[src/rtl/cpu_seq_ctrl.sv]
// Instruction sequencer for the 8-bit CPU: steps each instruction through
// fetch / execute / memory-or-I/O / write-back and drives the datapath strobes.
module cpu_seq_ctrl #(
    parameter int IO_TIMEOUT = 15,
    parameter int CNT_W      = 8
) (
    input  logic       clk,
    input  logic       rst,
    input  logic       start,
    input  logic [4:0] op,
    input  logic       jp,
    input  logic       io_done,
    output logic       ir_ld,
    output logic       t1,
    output logic       nDRD,
    output logic       nDWR,
    output logic       wbr,
    output logic       wbin,
    output logic       pc_inc,
    output logic       pc_ld,
    output logic       busy,
    output logic       io_err,
    output logic [2:0] state_dbg
);

    // Handshake: start is sampled only in IDLE and io_done only in IO; both are
    // level signals, taken on the rising edge they are seen high, never queued.

    typedef enum logic [2:0] {
        S_IDLE = 3'd0,
        S_IF   = 3'd1,
        S_EX   = 3'd2,
        S_MA   = 3'd3,
        S_IO   = 3'd4,
        S_WB   = 3'd5,
        S_BR   = 3'd6
    } state_t;

    localparam logic [4:0] OP_JMP = 5'b00000;
    localparam logic [4:0] OP_JZ  = 5'b00010;
    localparam logic [4:0] OP_SUB = 5'b00100;
    localparam logic [4:0] OP_ADD = 5'b00110;
    localparam logic [4:0] OP_STA = 5'b01100;
    localparam logic [4:0] OP_LDA = 5'b01110;
    localparam logic [4:0] OP_OUT = 5'b10000;
    localparam logic [4:0] OP_IN  = 5'b10010;
    localparam logic [4:0] OP_HLT = 5'b11111;

    localparam logic [CNT_W-1:0] CNT_LAST = CNT_W'(IO_TIMEOUT - 1);

    state_t           state, state_nxt;
    logic [CNT_W-1:0] cnt;
    logic             io_timeout;

    assign io_timeout = (cnt == CNT_LAST);
    assign state_dbg  = state;

    always_ff @(posedge clk) begin
        if (rst) begin
            state  <= S_IDLE;
            cnt    <= '0;
            io_err <= 1'b0;
        end else begin
            state <= state_nxt;
            if (state == S_EX)
                cnt <= '0;
            else if (state == S_IO)
                cnt <= cnt + 1'b1;
            if (state == S_IDLE && start)
                io_err <= 1'b0;
            else if (state == S_IO && !io_done && io_timeout)
                io_err <= 1'b1;
        end
    end

    always_comb begin
        state_nxt = state;
        ir_ld     = 1'b0;
        t1        = 1'b0;
        nDRD      = 1'b1;
        nDWR      = 1'b1;
        wbr       = 1'b0;
        wbin      = 1'b0;
        pc_inc    = 1'b0;
        pc_ld     = 1'b0;
        busy      = (state != S_IDLE);
        case (state)
            S_IDLE: begin
                if (start) state_nxt = S_IF;
            end
            S_IF: begin
                ir_ld     = 1'b1;
                state_nxt = S_EX;
            end
            S_EX: begin
                t1 = 1'b1;
                case (op)
                    OP_ADD, OP_SUB: state_nxt = S_WB;
                    OP_LDA, OP_STA: state_nxt = S_MA;
                    OP_IN,  OP_OUT: state_nxt = S_IO;
                    OP_JZ,  OP_JMP: state_nxt = S_BR;
                    OP_HLT:         state_nxt = S_IDLE;
                    default: begin
                        // MOV, MVI and unlisted opcodes finish in EX
                        pc_inc    = 1'b1;
                        state_nxt = S_IF;
                    end
                endcase
            end
            S_MA: begin
                nDRD      = (op != OP_LDA);
                nDWR      = (op != OP_STA);
                pc_inc    = 1'b1;
                state_nxt = S_IF;
            end
            S_IO: begin
                if (io_done) begin
                    if (op == OP_IN) begin
                        state_nxt = S_WB;
                    end else begin
                        pc_inc    = 1'b1;
                        state_nxt = S_IF;
                    end
                end else if (io_timeout) begin
                    // abandon the transfer and skip the instruction
                    pc_inc    = 1'b1;
                    state_nxt = S_IF;
                end
            end
            S_WB: begin
                wbr       = (op == OP_ADD) || (op == OP_SUB);
                wbin      = (op == OP_IN);
                pc_inc    = 1'b1;
                state_nxt = S_IF;
            end
            S_BR: begin
                pc_ld     = jp;
                pc_inc    = !jp;
                state_nxt = S_IF;
            end
            default: state_nxt = S_IDLE;
        endcase
    end

endmodule

[config.mk]
export PLATFORM = sky130hd
export DESIGN_NAME = cpu_seq_ctrl
export DESIGN_NICKNAME = d
export VERILOG_FILES = /design/src/rtl/cpu_seq_ctrl.sv
export SDC_FILE = /design/constraint.sdc
export NUM_CORES = 1
export LEC_CHECK = 0
export BUFFER_PORTS_ARGS = -buffer_cell sky130_fd_sc_hd__buf_2
export CAP_MARGIN = 20
export CORE_MARGIN = 8
export CORE_UTILIZATION = 36
export CTS_CLUSTER_SIZE = 40
export DETAILED_ROUTE_END_ITERATION = 8
export PLACE_DENSITY = 0.7
export SLEW_MARGIN = 15
export SYNTH_ARGS = -nofsm -noshare
export SYNTH_HDL_FRONTEND = slang
export SYNTH_SLANG_ARGS = --single-unit
[constraint.sdc]
create_clock -name clk -period 1.8 [get_ports clk]
set_clock_uncertainty 0.1 [all_clocks]
set_input_delay 0.36 -clock clk [delete_from_list [all_inputs] [get_ports clk]]
set_output_delay 0.36 -clock clk [all_outputs]
set_load 0.01 [all_outputs]
Word-level counts from Yosys, hierarchy flattened:

Index checks and enable logic that the tools add are counted.

* register bits: 12
* output and inout port bits: 13
* logic and storage cells: 60

* equality and inequality tests: 19
* mux-type cells: 18
* reduce and logical (&&, ||, !) cells: 19
* $add $sub $neg: 1

Operators by type and width (number)
* case mux 3 bit (5 select lines): 2
* equality test 5 bit, second input constant: 3
* OR reduction 2 bit: 7
* 2-to-1 mux 3 bit: 4
* 2-to-1 mux 1 bit: 11
* equality test 5 x 3 -> 1 bit, second input constant: 2
* equality test 5 x 4 -> 1 bit, second input constant: 2
* != test 5 x 4 -> 1 bit, second input constant: 2
* equality test 3 bit, second input constant: 3
* OR reduction 9 bit: 1
* adder 8 x 1 -> 8 bit, second input constant: 1
* equality test 8 x 4 -> 1 bit, second input constant: 1
* equality test 3 x 2 -> 1 bit, second input constant: 2
* equality test 5 x 2 -> 1 bit, second input constant: 1
* logical NOT 5 bit: 1
* case mux 1 bit (4 select lines): 1
* equality test 3 x 1 -> 1 bit, second input constant: 1
* logical AND 1 bit: 3
* logical NOT 3 bit: 1
* != test 3 bit, second input constant: 1
* nonzero test 3 bit: 1
* OR reduction 3 bit: 1
* logical NOT 1 bit: 2
* != test 2 bit, second input constant: 1
* 2 further kinds: 2

Depth between registers and ports, before layout:

* word-level depth: 4
* depth in mapped cells: 6
* mapped depth without buffers: 6

Least setup slack after synthesis:

No wires, ideal clock.

* path kind: register to output
* from: reg cnt[0]
* to: out pc_inc
* cell stages (with the launch flop): 7
* arrival: 1.374 ns
* data required time: 1.340 ns
* buffers on the path: 0
* slack: -0.034 ns
* cells stage by stage: dfxtp_1 > inv_1 > ha_1 > nand4b_1 > or4_1 > o21ai_1 > a21o_1

* longest elaborated chain between the ends: 4

Ends and longest elaborated chain
* start: declaration: line 52 `logic [CNT_W-1:0] cnt;`
* start signal: assignment: line 68 `cnt <= cnt + 1'b1;`
* equality test 8 x 4 -> 1 bit: line 55 `assign io_timeout = (cnt == CNT_LAST);`
* 2-to-1 mux 1 bit: line 124 `end else if (io_timeout) begin`
* 2-to-1 mux 1 bit: line 117 `if (io_done) begin`
* case mux 1 bit (4 select lines): line 87 `case (state)`
* end: declaration: line 19 `output logic pc_inc,`

Every way passes these cells.

Final worst setup path:

Ends and elaborated chain as after synthesis.

==> impl_metrics.json <==
{
  "synth_edf_count": 0,
  "fin_nets": 152,
  "clkPwrFrac_pct": 34.3,
  "cp_cell_sequence": "inv_1, ha_1, nand4b_1, or4_4, o21ai_4, a21o_1, buf_2",
  "cpPeakStageDelay_ns": 0.47,
  "async_reset_ff_share_pct": 0,
  "cp.arrival_ns": 1.80,
  "antenna_cells": 0,
  "synth-seq-cells": 12,
  "yosysSeqAreaShare_pct": 29.9,
  "combPwrFrac_pct": 20.9,
  "antenna_found_initial": 0,
  "routed_via_density": 5.20,
  "status": "finished with violations",
  "power.density_nw_per_um2": 506,
  "path_max_fanout": 2,
  "worst_slew_pin_slew_ns": 0.347,
  "internal_power_mw": 0.456,
  "leakage_nw": 0.550,
  "hold_depth": 2,
  "clock_path_buffers": 2,
  "dr.pass1.iters": 4,
  "cts_buffers": 3,
  "synth_area_sq_um": 805,
  "clk_pin_slew_ns": 0.07,
  "setup_viol": 4,
  "initial_core_util_pct": 37.1,
  "fin_area_sq_um": 1220,
  "vias": 869,
  "cts-root-buf": "clkbuf_4",
  "avgSynthCellArea_sq_um": 8.47,
  "ys_warn_count": 0,
  "slew_violations": 0,
  "dieArea_sq_um": 4000,
  "critical_path_class": "reg -> out",
  "fmax_mhz": 443,
  "io_pins": 23,
  "cp_slowest_cell": "or4_4",
  "cts_tree": "done",
  "layout_setup_ws_ns": -0.459,
  "place_ws_ns": -0.188,
  "ant_nets": 0,
  "fin_crit_ns": 2.26,
  "drt_wl_total_um": 2240,
  "synthFlopType": "dfxtp_1",
  "slew_headroom_pct": 76.6,
  "grt_pass1_vias": 836,
  "synthCells": 95,
  "use_met2_pct": 18.7,
  "worstHoldPathType": "in -> reg",
  "hold_viol_final": 0,
  "use_met3_pct": 3.36,
  "worstPathRequired_ns": 1.34,
  "htree_levels": 1,
  "busiest_layer": "met2",
  "seq_power_share_pct": 44.8,
  "finalCritPeriodShare_pct": 126,
  "dp_hpwl_um": 1620,
  "syn_to_final_growth_pct": 51.2,
  "drive_gt1_share_pct": 50.4,
  "die_h_um": 63.3,
  "fin_tns_setup_ns": -0.618,
  "wl_per_cell_um": 13.4,
  "max-cap-violations": 0,
  "start_kind": "flip-flop",
  "gr-usage-met1_pct": 12.3,
  "power.switching_mw": 0.160,
  "switching_share_pct": 26.0,
  "clock_latency_ns": 0.27,
  "failed_checks": "setup timing",
  "max-vdd-ir-drop_v": 0.000321,
  "gp_congestion": 0.868,
  "port_buffers": 22,
  "drc_errors": 0,
  "clkSinkCount": 12,
  "core_area_sq_um": 2170,
  "grt_max_degree": 10,
  "die_width_um": 63.3,
  "post_dp_cell_area_sq_um": 1030,
  "postCtsHoldBufs": 0,
  "fp-row-count": 17,
  "overflow": 0,
  "r2r_cells": 7,
  "end_kind": "output pin",
  "grt_pass1_wl_um": 3660,
  "total_power_mw": 0.615,
  "drt_iter0_drc": 25,
  "rsz0062_at_grt": "yes",
  "grtUsageTotal_pct": 10.8,
  "ys_types": 42,
  "synth_fp_nets": 107
}
path summary, 6_finish.rpt:
| kind | startpoint | slack, ns | to |
|---|---|---|---|
| setup / recovery | cnt[0] | -0.46 | pc_inc |
| hold / removal | start | 0.19 | io_err |
| setup reg to reg | cnt[0] | 0.13 | state_dbg[2] |
| hold reg to reg | io_err | 0.45 | io_err |
cell usage in the layout, fill, tap and decap left out, types with 4 or more instances in the layout:
| master | n |
|---|---|
| buf_2 | 21 |
| nand2_1 | 4 |
| nor2_1 | 11 |
| buf_6 | 7 |
| xor2_1 | 7 |
| buf_4 | 16 |
| dfxtp_1 | 9 |
through the flow:
step	hold WS [ns]	cells	util, %
2_1_floorplan	0.332	95	-
3_3_place_gp	0.424	156	47.5
3_5_place_dp	0.438	156	47.5
4_1_cts	0.181	166	52.9
5_1_grt	0.175	167	56.1
6_report	0.191	167	56.1
worst max-delay path, delay by kind of cell (launching register included):
family	cells	cell delay, ns
adders and majority gates	1	0.15
and+or+nand+nor	2	0.60
AOI/OAI and AO/OA	2	0.28
buffers and inverters	2	0.17
DFF	1	0.31
registers in the layout, indices dropped and copies added (netlist names):
signal / count
io_err: 1
cnt: 8
state_dbg: 3
kinds of logic after synthesis:
group           count (synthesis)  share of synthesized area, %
simple gates                   48                          35.3
fa+ha+maj                       2                          3.11
flops                          12                          29.9
buf+inv                         8                          7.15
xor+xnor                        9                          9.80
compound gates                 16                          14.8
cells in the mapped netlist (2+ instances only):
cell,count,area [sq um]
dfxtp_1,12,240
nor2_1,12,45.0
xor2_1,7,61.3
nor3_1,5,25.0
nand2_1,4,15.0
nand3_1,4,20.0
and3_1,3,18.8
inv_1,3,11.3
a211oi_1,2,15.0
a21oi_1,2,10.0
and2b_2,2,17.5
buf_2,2,10.0
buf_6,2,22.5
ha_1,2,25.0
nand4_1,2,12.5
nor2b_1,2,12.5
o21ai_0,2,10.0
o22ai_1,2,12.5
xnor2_1,2,17.5
per-layer routing:
metal	share of wire, %	vias to the layer above	wire length (um)
li1	-	432	-
met1	41	410	917
met2	52	25	1160
met3	5.9	2	131
met4	1.1	0	25
met5	0	-	0
layout make-up:
type | instances | area (sq um)
sequential | 12 | 251
tap | 28 | 35.0
clock buffer | 4 | 36.3
inverter | 3 | 11.3
multi-input combinational | 75 | 563
fill | 187 | 953
timing repair buffer | 45 | 319
what timing repair did:
action / CTS / global route
gates resized for setup: 11 / 14
setup endpoints to repair: 7 / 7
gates cloned: 0 / 0
setup buffers: 6 / 2
pin swaps: 7 / 6
power by group through the flow:
stage	combinational, mW	sequential (mW)	clock (mW)
global route	0.139	0.277	0.232
finish	0.129	0.276	0.211
detailed placement	0.104	0.283	0
global placement	0.103	0.283	0
floorplan	0.0630	0.280	0
CTS	0.114	0.276	0.217
No activity file was read; power rests on OpenSTA's default activity.
